<file path="src/rtl/ram_dp_pipe.sv">
// ram_dp_pipe: flop-based simple dual-port RAM with byte enables and a pipelined read path.
//
// Ports:
//   clk_i       single clock, all state updates on the rising edge
//   rst_ni      asynchronous active-low reset; clears memory, pipeline and flags
//   wr_enb_i    write request
//   wr_addr_i   write word address
//   wr_data_i   write data
//   wr_be_i     byte enables, bit i qualifies wr_data_i[8i+7:8i]
//   rd_enb_i    read request (accepted every cycle, no backpressure)
//   rd_addr_i   read word address
//   rd_data_o   read data, valid while rd_valid_o = 1, held otherwise
//   rd_valid_o  read-data-valid strobe, RD_LATENCY cycles after the request edge
//   rd_err_o    out-of-range read flag, aligned with rd_valid_o
//   wr_err_o    out-of-range write flag, one-cycle pulse after the request edge
module ram_dp_pipe #(
    parameter int unsigned DATA_WIDTH = 16,
    parameter int unsigned ADDR_WIDTH = 4,
    parameter int unsigned DEPTH      = 12,
    parameter int unsigned RD_LATENCY = 1
) (
    input  logic                    clk_i,
    input  logic                    rst_ni,
    input  logic                    wr_enb_i,
    input  logic [ADDR_WIDTH-1:0]   wr_addr_i,
    input  logic [DATA_WIDTH-1:0]   wr_data_i,
    input  logic [DATA_WIDTH/8-1:0] wr_be_i,
    input  logic                    rd_enb_i,
    input  logic [ADDR_WIDTH-1:0]   rd_addr_i,
    output logic [DATA_WIDTH-1:0]   rd_data_o,
    output logic                    rd_valid_o,
    output logic                    rd_err_o,
    output logic                    wr_err_o
);

    localparam int unsigned NumBytes = DATA_WIDTH / 8;
    // One extra bit so DEPTH == 2**ADDR_WIDTH is still representable.
    localparam logic [ADDR_WIDTH:0] DepthW = (ADDR_WIDTH + 1)'(DEPTH);

    logic [DATA_WIDTH-1:0] mem_q [DEPTH];
    logic [DATA_WIDTH-1:0] mem_d [DEPTH];

    logic                  wr_in_range;
    logic                  rd_in_range;
    logic [DATA_WIDTH-1:0] rd_word;

    logic                  s1_valid_q;
    logic                  s1_err_q;
    logic [DATA_WIDTH-1:0] s1_data_q;
    logic                  wr_err_q;

    assign wr_in_range = ({1'b0, wr_addr_i} < DepthW);
    assign rd_in_range = ({1'b0, rd_addr_i} < DepthW);

    // Next memory image with the byte-masked write applied.
    always_comb begin
        mem_d = mem_q;
        if (wr_enb_i && wr_in_range) begin
            for (int unsigned i = 0; i < DEPTH; i++) begin
                if (wr_addr_i == ADDR_WIDTH'(i)) begin
                    for (int unsigned b = 0; b < NumBytes; b++) begin
                        if (wr_be_i[b]) begin
                            mem_d[i][8*b +: 8] = wr_data_i[8*b +: 8];
                        end
                    end
                end
            end
        end
    end

    // Reading from mem_d gives write-first behaviour on a same-address collision.
    always_comb begin
        rd_word = '0;
        if (rd_in_range) begin
            for (int unsigned i = 0; i < DEPTH; i++) begin
                if (rd_addr_i == ADDR_WIDTH'(i)) begin
                    rd_word = mem_d[i];
                end
            end
        end
    end

    always_ff @(posedge clk_i or negedge rst_ni) begin
        if (!rst_ni) begin
            for (int unsigned i = 0; i < DEPTH; i++) begin
                mem_q[i] <= '0;
            end
        end else begin
            mem_q <= mem_d;
        end
    end

    always_ff @(posedge clk_i or negedge rst_ni) begin
        if (!rst_ni) begin
            s1_valid_q <= 1'b0;
            s1_err_q   <= 1'b0;
            s1_data_q  <= '0;
            wr_err_q   <= 1'b0;
        end else begin
            s1_valid_q <= rd_enb_i;
            s1_err_q   <= rd_enb_i & ~rd_in_range;
            wr_err_q   <= wr_enb_i & ~wr_in_range;
            // Data only moves on a request so it holds across idle cycles.
            if (rd_enb_i) begin
                s1_data_q <= rd_word;
            end
        end
    end

    assign wr_err_o = wr_err_q;

    if (RD_LATENCY == 2) begin : g_lat2
        logic                  s2_valid_q;
        logic                  s2_err_q;
        logic [DATA_WIDTH-1:0] s2_data_q;

        // Stage 2 carries the stage-1 snapshot forward; later writes are not forwarded.
        always_ff @(posedge clk_i or negedge rst_ni) begin
            if (!rst_ni) begin
                s2_valid_q <= 1'b0;
                s2_err_q   <= 1'b0;
                s2_data_q  <= '0;
            end else begin
                s2_valid_q <= s1_valid_q;
                s2_err_q   <= s1_valid_q & s1_err_q;
                if (s1_valid_q) begin
                    s2_data_q <= s1_data_q;
                end
            end
        end

        assign rd_valid_o = s2_valid_q;
        assign rd_err_o   = s2_err_q;
        assign rd_data_o  = s2_data_q;
    end else begin : g_lat1
        assign rd_valid_o = s1_valid_q;
        assign rd_err_o   = s1_err_q;
        assign rd_data_o  = s1_data_q;
    end

endmodule

</file>
<file path="config.mk">
export PLATFORM = sky130hd
export DESIGN_NAME = ram_dp_pipe
export DESIGN_NICKNAME = d
export VERILOG_FILES = /design/src/rtl/ram_dp_pipe.sv
export SDC_FILE = /design/constraint.sdc
export NUM_CORES = 1
export LEC_CHECK = 0
export BUFFER_PORTS_ARGS = -buffer_cell sky130_fd_sc_hd__buf_2
export CORE_MARGIN = 2
export CORE_UTILIZATION = 25
export DETAILED_ROUTE_END_ITERATION = 10
export HOLD_SLACK_MARGIN = 0.12
export PLACE_DENSITY_LB_ADDON = 0.2
export SLEW_MARGIN = 10
export SYNTH_ARGS = -nofsm -noshare
export SYNTH_HDL_FRONTEND = slang
export SYNTH_SLANG_ARGS = --single-unit
</file>
<file path="constraint.sdc">
create_clock -name clk_i -period 4.67 [get_ports clk_i]
set_clock_uncertainty 0.2 [all_clocks]
set_input_delay 1.1675 -clock clk_i [delete_from_list [all_inputs] [get_ports clk_i]]
set_output_delay 1.1675 -clock clk_i [all_outputs]
set_load 0.1 [all_outputs]
</file>
==> qor.yml <==
worst_hold_path:
  min_from: "mem_q[53]"
  hold_class: "reg2reg"
synth:
  avgSynthCellArea_sq_um: 12.2
  ys_seq_area_share_pct: 53.7
  ys_types: 71
  ys_ff_latch: 211
  synth_area_sq_um: 9830
  synth_enable_flop_cells: 0
  synth_cells: 804
  syn-num-nets: 834
  synthArstFlopShare_pct: 100
  ys_warn_count: 0
  synth_flop_cell: "dfrtp_1"
layout:
  diodes: 0
  final_cell_mix: "dfrtp_1, mux2_2, nand2_1"
  final_cells: 1405
  area_delta_synth_final_pct: 18.5
  mostFrequentLayoutCell: "dfrtp_1"
  regArea_sq_um: 5280
  nFillCells: 4061
  drive_gt1_share_pct: 37.5
  nets: 904
  multi_input_area_sq_um: 4310
worst_setup_path:
  r2r_start: "mem_q[177]"
  critical-path-top-delay-family: "simple AND/OR/NAND/NOR gates"
  r2r_slack_ns: 2.52
  cp.arrival_ns: 3.68
  end_kind: "flip-flop"
  max_stage_delay_ns: 0.56
  cp-endpoint: "rd_data_o[2]"
  cp.required_ns: 4.87
  r2r_end: "rd_data_o[1]"
  crit_path_max_fanout: 10
  cp_cell_sequence: "buf_2 > or2_1 > nor2_1 > buf_4 > mux2_2 > mux4_2 > a21oi_1 > o2bb2ai_1"
  crit_type: "in2reg"
  r2r_cells: 7
  cp-start-kind: "input pin"
  crit_start: "wr_addr_i[2]"
  critical_path_depth: 8
  crit_slowest_cell: "nor2_1"
  cp.buffers_inverters: 2
clock_network:
  clock_latency_ns: 0.52
  h-tree-depth: 1
  cts_tree: "done"
  post-cts-setup-buffers: 0
  clockBufferDepth: 3
  ctsResizeCount: 0
  clk_pin_slew_ns: 0.06
  cts_buffers: 25
  ctsRootBufferMaster: "clkbuf_16"
  ctsHoldBuffers: 0
  cts_num_sinks: 211
status:
  status: "completed"
drt:
  drcViolationCount: 0
  dr.first_iter.drc_count: 466
  antenna_left: 0
  vias: 6886
  post_drt_wl_per_cell_microns: 23.3
  drtPass1Iterations: 4
  wirelength_mm: 32.8
  routed_via_density: 4.90
global_route:
  grt_busiest_layer: "met2"
  globalRouteMet1Util_pct: 22.6
  antenna_found_initial: 0
  grt_overflow: 0
  met2_usage_pct: 26.4
  grt_pass1_wl_mm: 49.8
  use_met3_pct: 1.97
  grt_usage_pct: 16.3
  grt_max_degree: 107
  grt_pass1_vias: 7401
power:
  power.density_nw_per_um2: 434
  leakagePower_nw: 5.14
  peakVddDrop_v: 0.000297
sta:
  finalCriticalPeriod_ns: 3.48
  slew_headroom_pct: 38.0
  rsz0062_at_grt: "no"
  clock.fmax_mhz: 288
  setup_viol: 0
  setup_tns_ns: 0
  fin_crit_sh_pct: 74.4
  tightest_slew_ns: 0.923
  drv_slew: 0
  hold_viol_final: 0
run:
  max-cap-violations: 0
placement:
  placedCellCount: 1365
  numPortBuffers: 48
  finalWeightedCongestion: 0.782
  hpwl_mm: 23.1
die:
  start_util_pct: 25.4
  die_h_microns: 202
  fp.dieArea_sq_um: 40900
  die-width_microns: 202
  core_area_sq_um: 38700
  row_count: 72
  ioPinCount: 49
[sequential cells by signal, summed over array words and instances (netlist names)]
signal,cells
rd_valid_o,1
rd_err_o,1
rd_data_o,16
mem_q,192
wr_err_o,1
[area by class of cell]
cell class                 count  share of cell area [%]
clock buffer                  38                    6.56
inverter                      11                   0.354
tap                          518                    5.56
sequential                   211                    45.3
timing repair buffer          91                    5.13
multi-input combinational    534                    37.0
clock inverter                 2                   0.118
[where the power goes]
group | internal [W] | switching [W] | leakage, nW
logic | 0.000370 | 0.000551 | 2.05
registers | 0.00216 | 0.0000868 | 2.71
clock network | 0.00111 | 0.000773 | 0.386
[layer usage]
metal,wire length (microns),part of all wire [%]
met5,0,0
met4,1020,3.1
met3,1210,3.7
met2,15500,47
met1,15000,46
[synthesized netlist by cell type, drive strengths merged, types with 2 or more instances]
master,count,share of area (%)
and3,4,0.25
and2,4,0.25
a32oi,4,0.36
a22o,5,0.45
o221ai,9,0.80
nor2,57,2.6
nand4b,4,0.42
a21oi,29,1.5
nand2,62,2.5
nor2b,6,0.38
mux2,182,21
nand4,2,0.13
a22oi,16,1.2
a211oi,6,0.46
o311ai,3,0.27
o2bb2ai,6,0.53
inv,11,0.42
or2,2,0.13
o21ai,27,1.4
a31o,3,0.27
dfrtp,211,54
or4,2,0.15
buf,15,0.87
mux4,6,1.4
o21a,6,0.46
o32a,2,0.20
mux2i,15,1.5
nand3,9,0.46
o22ai,6,0.38
o32ai,2,0.18
a31oi,4,0.25
nand3b,2,0.15
and4bb,2,0.25
nand2b,5,0.32
o211ai,8,0.61
o21bai,3,0.23
o31ai,6,0.46
clkbuf,33,1.3
nor3,6,0.31
[how the worst min path moves through the flow]
| stage | cells after the start | endpoint | slack, ns |
|---|---|---|---|
| floorplan | 2 | mem_q[53] | 0.25 |
| detailed placement | 2 | mem_q[53] | 0.27 |
| global placement | 2 | mem_q[53] | 0.26 |
| CTS | 2 | mem_q[53] | 0.29 |
| global route | 2 | mem_q[53] | 0.30 |
| finish | 2 | mem_q[53] | 0.28 |
[worst reg2reg max path, cell delays in order, from the launching register on]
cell and delay (ns):
dfrtp_1 0.36, o21ai_0 0.09, a21oi_1 0.13, o32ai_1 0.35, a31oi_1 0.17, o22a_1 0.19
a2111oi_0 0.41, o2bb2ai_1 0.12
[through the flow]
stage	setup slack, ns	util, %	cell area, sq um	hold slack [ns]	total power [W]
after CTS	1.17	30.1	11700	0.288	0.00511
after global routing	0.975	30.1	11700	0.301	0.00530
after global placement	0.625	28.1	10900	0.264	0.00320
after floorplan	1.16	-	9830	0.252	0.00292
final	1.19	30.1	11700	0.284	0.00506
after detailed placement	0.618	28.1	10900	0.273	0.00322
[logic make-up after synthesis]
family	Yosys count	synth area share (%)
simple gates	175	8.97
buf+inv	59	2.55
mux	203	23.8
flops	211	53.7
compound gates	156	11.0
Power figures use the tool's default switching activity.
